--- src/rtl/hub75_scan_ctrl.sv ---
// hub75_scan_ctrl: row/column/bit-plane scan and BCM scheduler for a HUB75 panel.
// Shifts row pair/plane N+1 while plane N is displayed, gates OE by a
// brightness-scaled share of each BCM window, and swaps frame buffers only
// at the end of a frame.
// Ports:
//   clk, rst            single clock, synchronous active-high reset
//   enable              scan enable (sampled in IDLE and SHOW)
//   brightness          global brightness, sampled when a window starts
//   swap_req            one-cycle buffer swap request
//   rd_en/rd_row/rd_col/rd_plane  frame-buffer fetch strobe and address
//   buf_sel             active frame buffer
//   CLK_HUB75/LATCH/OE/ROWSEL     panel strobes (OE active low)
//   frame_done          one-cycle pulse at each frame boundary
module hub75_scan_ctrl #(
  parameter int ROWS       = 64,
  parameter int COLS       = 64,
  parameter int PWM_BITS   = 8,
  parameter int BASE_TICKS = 4,
  localparam int ADDRBITS  = $clog2(ROWS/2),
  localparam int COLBITS   = $clog2(COLS),
  localparam int PLBITS    = $clog2(PWM_BITS)
) (
  input  logic                clk,
  input  logic                rst,
  input  logic                enable,
  input  logic [7:0]          brightness,
  input  logic                swap_req,
  output logic                rd_en,
  output logic [ADDRBITS-1:0] rd_row,
  output logic [COLBITS-1:0]  rd_col,
  output logic [PLBITS-1:0]   rd_plane,
  output logic                buf_sel,
  output logic                CLK_HUB75,
  output logic                LATCH,
  output logic                OE,
  output logic [ADDRBITS-1:0] ROWSEL,
  output logic                frame_done
);

  // Timer wide enough for the longest window BASE_TICKS<<(PWM_BITS-1).
  localparam int TW = $clog2(BASE_TICKS << (PWM_BITS-1)) + 1;

  typedef enum logic [2:0] {
    IDLE, S_ADDR, S_DATA, S_CLK, WAIT, BLANK, S_LATCH, SHOW
  } state_t;

  state_t state, state_nxt;

  logic [PLBITS-1:0] plane_shown;
  logic [TW-1:0]     tmr, tmr_nxt, win;
  // On-time counter kept at full product width so no bit of the scaled
  // window is dropped before the >>8.
  logic [TW+7:0]     on_left, on_nxt, prod;
  logic              swap_pend;
  logic              oe_nxt;
  logic              last_col, last_plane, last_row;

  assign last_col   = (rd_col   == COLBITS'(COLS-1));
  assign last_plane = (rd_plane == PLBITS'(PWM_BITS-1));
  assign last_row   = (rd_row   == ADDRBITS'(ROWS/2-1));

  assign win  = TW'(BASE_TICKS) << plane_shown;
  assign prod = {8'b0, win} * {{TW{1'b0}}, brightness};

  always_comb begin
    state_nxt = state;
    tmr_nxt   = tmr;
    on_nxt    = on_left;
    if (tmr != '0)     tmr_nxt = tmr - 1'b1;
    if (on_left != '0) on_nxt  = on_left - 1'b1;
    case (state)
      IDLE: begin
        // Nothing is displayed after IDLE until the first SHOW.
        tmr_nxt = '0;
        on_nxt  = '0;
        if (enable) state_nxt = S_ADDR;
      end
      S_ADDR:  state_nxt = S_DATA;
      S_DATA:  state_nxt = S_CLK;
      S_CLK:   state_nxt = last_col ? WAIT : S_ADDR;
      WAIT:    if (tmr == '0) state_nxt = BLANK;
      BLANK:   state_nxt = S_LATCH;
      S_LATCH: state_nxt = SHOW;
      SHOW: begin
        tmr_nxt   = win;
        on_nxt    = prod >> 8;
        state_nxt = enable ? S_ADDR : IDLE;
      end
      default: state_nxt = IDLE;
    endcase
    // on_left counts the remaining lit cycles, so OE is low exactly while
    // elapsed < on_ticks; BLANK and IDLE override it.
    oe_nxt = (state_nxt == IDLE) || (state_nxt == BLANK) || (on_nxt == '0);
  end

  always_ff @(posedge clk) begin
    if (rst) begin
      state       <= IDLE;
      tmr         <= '0;
      on_left     <= '0;
      plane_shown <= '0;
      swap_pend   <= 1'b0;
      rd_en       <= 1'b0;
      rd_row      <= '0;
      rd_col      <= '0;
      rd_plane    <= '0;
      buf_sel     <= 1'b0;
      CLK_HUB75   <= 1'b0;
      LATCH       <= 1'b0;
      OE          <= 1'b1;
      ROWSEL      <= '0;
      frame_done  <= 1'b0;
    end else begin
      state      <= state_nxt;
      tmr        <= tmr_nxt;
      on_left    <= on_nxt;
      rd_en      <= (state_nxt == S_ADDR);
      CLK_HUB75  <= (state_nxt == S_CLK);
      LATCH      <= (state_nxt == S_LATCH);
      OE         <= oe_nxt;
      frame_done <= 1'b0;
      if (swap_req) swap_pend <= 1'b1;

      if (state == IDLE && enable) begin
        rd_row   <= '0;
        rd_plane <= '0;
        rd_col   <= '0;
      end

      if (state == S_CLK) rd_col <= last_col ? '0 : rd_col + 1'b1;

      // Latch edge: publish the fetched row/plane, then advance plane-major.
      if (state == BLANK) begin
        ROWSEL      <= rd_row;
        plane_shown <= rd_plane;
        if (last_plane) begin
          rd_plane <= '0;
          rd_row   <= last_row ? '0 : rd_row + 1'b1;
        end else begin
          rd_plane <= rd_plane + 1'b1;
        end
        // A request sampled on this same edge is honoured at this boundary.
        if (last_plane && last_row) begin
          frame_done <= 1'b1;
          if (swap_pend || swap_req) begin
            buf_sel   <= ~buf_sel;
            swap_pend <= 1'b0;
          end
        end
      end
    end
  end

endmodule
--- config.mk ---
export PLATFORM = sky130hd
export DESIGN_NAME = hub75_scan_ctrl
export DESIGN_NICKNAME = d
export VERILOG_FILES = /design/src/rtl/hub75_scan_ctrl.sv
export SDC_FILE = /design/constraint.sdc
export NUM_CORES = 1
export LEC_CHECK = 0
export ABC_CLOCK_PERIOD_IN_PS = 10700
export CAP_MARGIN = 20
export CELL_PAD_IN_SITES_DETAIL_PLACEMENT = 1
export CELL_PAD_IN_SITES_GLOBAL_PLACEMENT = 2
export CORE_MARGIN = 3
export CORE_UTILIZATION = 39
export CTS_CLUSTER_DIAMETER = 40
export DETAILED_ROUTE_END_ITERATION = 10
export PLACE_DENSITY_LB_ADDON = 0.1
export SETUP_SLACK_MARGIN = 0.5
export SLEW_MARGIN = 10
export SYNTH_ARGS = -nofsm -noshare
export SYNTH_HDL_FRONTEND = slang
export SYNTH_SLANG_ARGS = --single-unit
--- constraint.sdc ---
create_clock -name clk -period 10.7 [get_ports clk]
set_input_delay 1.605 -clock clk [delete_from_list [all_inputs] [get_ports clk]]
set_output_delay 1.605 -clock clk [all_outputs]
set_load 0.02 [all_outputs]
==> summary.txt, run 1 <==
Clock network
  • TritonCTS Buffers: 9
  • Post-cts resize count: 0
  • CTS tree: yes
  • Worst-case clock buffer depth: 2
  • Root Buffer: clkbuf_16
  • Setup Buffers After CTS: 0
  • Skew-Pair Late Insertion Delay: between 300 and 400 ps
  • Clock sinks: 60
  • Hold-fix buffers at CTS: 0
  • H-Tree Depth: 3
  • CTS clk-pin slew, worst paths: approximately 60 ps

STA
  • Setup violators final: 0
  • Slew margin rel.: 33.6%
  • Crit path time final: approximately 6700 ps
  • Post-route setup TNS: 0 ps
  • Final hold violation count: 0
  • Fmax: 149 MHz
  • Final worst slack: about 4000 ps
  • Unrepaired setup endpoints after global routing: no
  • Final slew viol count: 0
  • Final cycle utilization of the critical path: a little over three fifths
  • Hold slack: ~450 ps
  • Fin Clk Skew: around 7.3 ps
  • Worst-Margin Slew: around 990 ps

Layout
  • Layout cells sized above 1: about 5%
  • Final Instance Area: 5700 um2
  • Final Core Density: a little under half
  • N_diodes: 0
  • Post-route insts no fill: 791
  • Final #Nets: ~710
  • Area Overhead vs Synth: 17.2%

Global route
  • Initial antenna violation count: 0
  • Gr usage total: a little under a fifth
  • Number of global-route vias before repair: 4,414
  • Largest net degree at the start of global routing: between 40 and 50
  • First-pass GRT wire length: 21,300 um
  • Grt total ovfl: 0

Floorplan
  • Die Width: 118 um
  • Row Count: 40
  • Core ar.: around 12,000 um2
  • Height of the die: around 120 um
  • I/O pins: 37
  • Initial Util: 40.1%
  • Die area: 13,800 um2

Synth
  • Ys async rst share: 0%
  • Post-synth EDFFs: 0
  • FF+latch count, synth: 60
  • Synth cell types: 56
  • Synthesized Nets: slightly below 700
  • Mean Syn Cell Area: ~8.3 um2
  • Yosys warns: 0
  • Register area share after synthesis: 24.7%
  • Top_reg_cell synth: dfxtp_1
  • Cells after Synth: roughly 590
  • Post-Synthesis Cell Area: about 5000 um2

Setup path
  • Slowest CP cell: or4_1
  • Worst EP required: 10,930 ps
  • Arrival time at the worst endpoint: around 6900 ps
  • Buf+Inv Stages, Crit Path: 3
  • Most common cell on crit path: fa_1
  • Crit. End Element: flop
  • Delay-heaviest family, CP: adder cells
  • Worst-path cell chain: clkdlybuf4s50_1 -> and2_1 -> fa_1 -> fa_1 -> inv_1 -> fa_1 -> fa_1 -> inv_1 -> ha_1 -> a211oi_1 -> o21bai_1 -> a2111o_1 -> a311oi_1 -> o32ai_1 -> or4_1 -> o41ai_2
  • Startpoint Class: input port
  • Worst path max stage delay: a little under 600 ps
  • WS Path Type: in -> reg
  • CP max FO: 8

Drt
  • DR vias/cell: between 5 and 6
  • Final ANT Viol Nets: 0
  • TritonRoute pass-1 iters: 4
  • DR iter-0 viols: approximately 150
  • Final WL: 12,200 um
  • DRC viols: 0
  • Via count: 4,208
  • Routed WL per cell: ~15 um

Power
  • Power Total: 1.23 mW
  • Static Leakage: roughly 2.5 nW
  • Peak VDD IR: approximately 0.000097 V
  • Pwr per Cell Area: around 220 nW/um2

Placed design
  • Placed insts: between 700 and 800
  • Routability congestion estimate: 0.790
  • IO buf count: 36
  • Hpwl dp: about 9300 um
  • Pre-CTS setup slack: roughly 3600 ps
  • Area after DPL: between 5000 and 6000 um2

Flow run
  • MaxCap Viol Count: 0

Worst hold path
  • Hold crit path type: reg -> reg

Status
  • Run status: finished, final reports clean
## cell usage after synthesis (all sizes together) (2+ instances only)
master / number / area [um2]
o311ai: 2 / 17.5
nand3: 11 / 55.1
a211oi: 4 / 35.0
nor3b: 4 / 30.0
nand2: 54 / 203
a22oi: 9 / 67.6
nand2b: 6 / 37.5
and3: 12 / 75.1
fa: 35 / 701
mux2i: 2 / 20.0
inv: 49 / 184
dfxtp: 60 / 1200
a221oi: 2 / 17.5
or2: 5 / 31.3
nor4b: 2 / 17.5
buf: 2 / 10.0
nor3: 22 / 121
nor4: 6 / 43.8
nor2b: 8 / 50.1
o21ai: 13 / 65.1
clkbuf: 19 / 71.3
xnor2: 11 / 96.3
o31ai: 4 / 35.0
o22ai: 6 / 37.5
a21o: 2 / 15.0
a31oi: 4 / 25.0
and2: 49 / 307
or3: 7 / 48.8
or4: 4 / 30.0
a21oi: 42 / 210
ha: 40 / 500
nor2: 61 / 229
o32ai: 3 / 26.3
xor2: 10 / 87.6
nand3b: 5 / 37.5
## final timing paths
kind                  startpoint         to  slack, ps  depth (start not counted)
hold reg to reg        ROWSEL[0]  ROWSEL[0]        450                          2
hold / removal         ROWSEL[0]  ROWSEL[0]        450                          2
setup / recovery   brightness[4]         OE       4000                         16
setup reg to reg  plane_shown[2]         OE       4700                         17
## flip-flops by register name, indices dropped and copies added, names as in the netlist, 3 cells and up
name and cells:
rd_col 6, tmr 10, on_left 18, state 3, rd_plane 3, rd_row 5
plane_shown 3, ROWSEL 5
## logic make-up after synthesis
| kind of cell | count (synthesis) | synth area share (%) |
|---|---|---|
| compound gates | 99 | 12.9 |
| xor+xnor | 21 | 3.79 |
| fa+ha+maj | 75 | 24.7 |
| buf+inv | 70 | 5.46 |
| flops | 60 | 24.7 |
| mux | 2 | 0.412 |
| simple gates | 261 | 28.0 |
## area by class of cell
type / count / area (um2)
inverter: 49 / 184
clock inverter: 5 / 58.8
fill: 1484 / 6420
sequential: 60 / 1200
timing repair buffer: 40 / 390
clock buffer: 11 / 253
tap: 168 / 210
multi-input combinational: 458 / 3400
## power by group
part	leakage [nW]	switching, mW	total [mW]	internal [mW]
logic	1.90	0.368	0.630	0.262
registers	0.487	0.0385	0.303	0.264
clock network	0.148	0.105	0.299	0.193
total	2.53	0.512	1.23	0.720
## per-layer routing
| metal | GRT usage (%) | part of all wire [%] | vias up |
|---|---|---|---|
| met5 | 0 | 0 | - |
| met1 | 23.6 | 45 | 2087 |
| met3 | 2.93 | 2.4 | 15 |
| li1 | - | - | 2060 |
| met4 | 5.57 | 1.6 | 0 |
| met2 | 32.2 | 51 | 46 |
## cells in the final DEF (no fill, tap or decap), types with 3 or more instances in the layout
| master | Yosys | layout |
|---|---|---|
| a211oi_1 | 3 | 3 |
| a21oi_1 | 42 | 42 |
| a22oi_1 | 9 | 9 |
| a31oi_1 | 4 | 4 |
| and2_1 | 49 | 49 |
| and3_1 | 12 | 12 |
| buf_4 | 0 | 4 |
| clkbuf_16 | 0 | 9 |
| clkdlybuf4s50_1 | 0 | 36 |
| dfxtp_1 | 60 | 60 |
| fa_1 | 35 | 35 |
| ha_1 | 40 | 40 |
| inv_1 | 48 | 48 |
| nand2_1 | 54 | 54 |
| nand2b_1 | 6 | 6 |
| nand3_1 | 11 | 11 |
| nand3b_1 | 5 | 5 |
| nor2_1 | 61 | 61 |
| nor2b_1 | 8 | 8 |
| nor3_1 | 21 | 21 |
| nor3b_1 | 4 | 3 |
| nor4_1 | 5 | 5 |
| o21ai_0 | 11 | 11 |
| o22ai_1 | 6 | 6 |
| o31ai_1 | 3 | 3 |
| o32ai_1 | 3 | 3 |
| or2_2 | 3 | 3 |
| or3_1 | 6 | 6 |
| or4_1 | 4 | 4 |
| xnor2_1 | 11 | 11 |
| xor2_1 | 10 | 10 |
## worst reg2reg max path: stages (launching register included)
cell and delay [ps]:
dfxtp_1 370, nor3_1 800, nand2_1 190, fa_1 540
fa_1 550, inv_1 60, fa_1 530, inv_1 60
fa_1 520, inv_1 40, ha_1 310, o21ai_1 110
o21bai_1 130, a2111o_1 460, a311oi_1 300, o32ai_1 130
or4_1 580, o41ai_2 230
Power figures use the tool's default switching activity.
==> inputs of run 2 (changes only) <==
--- a/config.mk
+++ b/config.mk
@@ -5,12 +5,12 @@
 export SDC_FILE = /design/constraint.sdc
 export NUM_CORES = 1
 export LEC_CHECK = 0
-export ABC_CLOCK_PERIOD_IN_PS = 10700
+export ABC_CLOCK_PERIOD_IN_PS = 6600
 export CAP_MARGIN = 20
 export CELL_PAD_IN_SITES_DETAIL_PLACEMENT = 1
 export CELL_PAD_IN_SITES_GLOBAL_PLACEMENT = 2
 export CORE_MARGIN = 3
-export CORE_UTILIZATION = 39
+export CORE_UTILIZATION = 36
 export CTS_CLUSTER_DIAMETER = 40
 export DETAILED_ROUTE_END_ITERATION = 10
 export PLACE_DENSITY_LB_ADDON = 0.1
==> constraint.sdc (replaced) <==
create_clock -name clk -period 6.6 [get_ports clk]
set_input_delay 0.99 -clock clk [delete_from_list [all_inputs] [get_ports clk]]
set_output_delay 0.99 -clock clk [all_outputs]
set_load 0.02 [all_outputs]
==> run 2 against run 1 <==
Net effect: cell area rose by 1.5%; sequential cell count did not move; worst hold slack got worse by 1.1 ps; clock power rose by 72%; utilization fell by 2.3 points; count of clock-buffer cells in the layout fell by 2; register-to-register slack got worse by 3700 ps.
==> summary.txt, run 2 (synthesized netlist as in run 1, its figures left out) <==
Status
  • Run status: finished, final reports clean

STA
  • Slew margin rel.: 42.8%
  • Fmax: 178 MHz
  • Final hold violation count: 0
  • Setup violators final: 0
  • Worst-Margin Slew: roughly 850 ps
  • Final worst slack: between 900 and 1000 ps
  • Crit path time final: between 5000 and 6000 ps
  • Final cycle utilization of the critical path: between 80% and 90%
  • Fin Clk Skew: around 7.0 ps
  • Final slew viol count: 0
  • Unrepaired setup endpoints after global routing: no
  • Post-route setup TNS: 0 ps

Layout
  • N_diodes: 0
  • Regs by FF count: on_left (18), tmr (10), rd_col (6)
  • FF/Latch Area: about 1200 um2
  • Layout cells sized above 1: ~6%
  • FILL cells: ~1,600
  • Register with the most flip-flops: on_left
  • Commonest non-fill, non-tap cell in the layout: nor2_1
  • Final #Nets: just over 700
  • Final Instance Area: around 5800 um2
  • Area of the multi-input gates: between 3000 and 4000 um2
  • Most frequent cells in the layout: nor2_1 (61), dfxtp_1 (60), nand2_1 (54)
  • Area Overhead vs Synth: 19.0%
  • Largest register FFs: 18

Global route
  • Gr usage total: 18.2%
  • Number of global-route vias before repair: 4,470
  • Grt total ovfl: 0
  • Largest net degree at the start of global routing: 46
  • Initial antenna violation count: 0
  • First-pass GRT wire length: roughly 22,000 um

Floorplan
  • Height of the die: ~120 um
  • Row Count: 41
  • Die Width: approximately 120 um
  • I/O pins: 37
  • Die area: between 10,000 and 15,000 um2
  • Core ar.: 12,900 um2
  • Initial Util: roughly 38%

Flow run
  • MaxCap Viol Count: 0

Drt
  • DRC viols: 0
  • DR vias/cell: about 5.2
  • Routed WL per cell: approximately 16 um
  • Via count: approximately 4,200
  • TritonRoute pass-1 iters: 6
  • DR iter-0 viols: around 150
  • Final ANT Viol Nets: 0
  • Final WL: 12,900 um

Clock network
  • Hold-fix buffers at CTS: 0
  • CTS tree: yes
  • Worst-case clock buffer depth: 2
  • TritonCTS Buffers: 9
  • Setup Buffers After CTS: 0
  • Skew-Pair Late Insertion Delay: about 340 ps
  • Root Buffer: clkbuf_16
  • Clock sinks: 60
  • CTS clk-pin slew, worst paths: 60 ps
  • H-Tree Depth: 3

Setup path
  • Arrival time at the worst endpoint: approximately 5900 ps
  • WS Path Type: in -> reg
  • Worst EP required: 6850 ps
  • Startpoint Class: input port
  • RR Startpoint: plane_shown[1]
  • Critical Path Source: brightness[7]
  • CP max FO: 8
  • Crit. End Element: flop

Placed design
  • Area after DPL: roughly 5400 um2
  • IO buf count: 36
  • Routability congestion estimate: around 0.81
  • Hpwl dp: slightly below 10,000 um
  • Pre-CTS setup slack: roughly 130 ps

Power
  • Peak VDD IR: about 0.00020 V
  • Static Leakage: around 2.6 nW
  • Pwr per Cell Area: between 300 and 400 nW/um2

Worst hold path
  • Min-delay src: ROWSEL[3]
  • Hold crit path type: reg -> reg
==> run 2: cell count changes in the layout (fill, tap and decap cells not counted), moves of 2 or more <==
| cell | delta |
|---|---|
| dlymetal6s2s_1 | +7 |
| clkdlybuf4s50_1 | -6 |
| buf_4 | +5 |
| clkbuf_8 | -2 |
==> run 2: cell type report <==
class | instances | area share [%]
Clock buffer | 9 | 3.89
Multi-Input combinational cell | 458 | 58.8
Inverter | 49 | 3.18
Clock inverter | 7 | 1.73
Timing Repair Buffer | 46 | 7.88
Tap cell | 172 | 3.72
Sequential cell | 60 | 20.8
==> run 2: timing repair <==
item | in CTS | in global routing
hold endpoints to repair | 0 | 0
setup endpoints to repair | 1 | 1
gates cloned | 0 | 0
gates resized for setup | 1 | 6
==> run 2: report_power, final <==
group | total [mW] | switching (mW) | internal [mW] | leakage (nW)
Combinational | 1.07 | 0.628 | 0.439 | 2.00
Sequential | 0.491 | 0.0634 | 0.428 | 0.487
Clock | 0.515 | 0.183 | 0.332 | 0.148
Total | 2.07 | 0.875 | 1.20 | 2.63
==> run 2: layer usage <==
metal / wire length, um / track usage, % / vias up
li1: - / - / 2061
met1: 5820 / 22.8 / 2081
met2: 6570 / 32.0 / 43
met3: 282 / 3.16 / 14
met4: 197 / 5.67 / 0
met5: 0 / 0 / -
==> run 2: worst max-delay path, stage by stage <==
cell and delay, ps:
dlymetal6s2s_1 230, nand2_1 120, fa_1 510, fa_1 540, inv_1 50, fa_1 540
inv_1 60, fa_1 530, inv_1 40, ha_1 310, o21ai_1 120, o21bai_1 130
a2111o_1 450, a311oi_1 320, o32ai_1 120, or4_1 590, o41ai_2 200
==> run 2: worst paths after layout <==
check	end	slack (ps)	depth (start not counted)
worst max-delay path	OE	970	17
worst min register to register	ROWSEL[3]	450	2
worst min-delay path	ROWSEL[3]	450	2
worst max register to register	OE	970	18
==> run 2: through the flow <==
step / hold slack (ps) / cells / utilization (%) / total power, mW
final: 453 / 801 / 44.7 / 2.07
after CTS: 455 / 799 / 44.5 / 2.06
after detailed placement: 449 / 783 / 41.9 / 1.52
after global placement: 446 / 783 / 41.9 / 1.50
after global routing: 471 / 801 / 44.7 / 2.24
after floorplan: 446 / 588 / - / 1.30
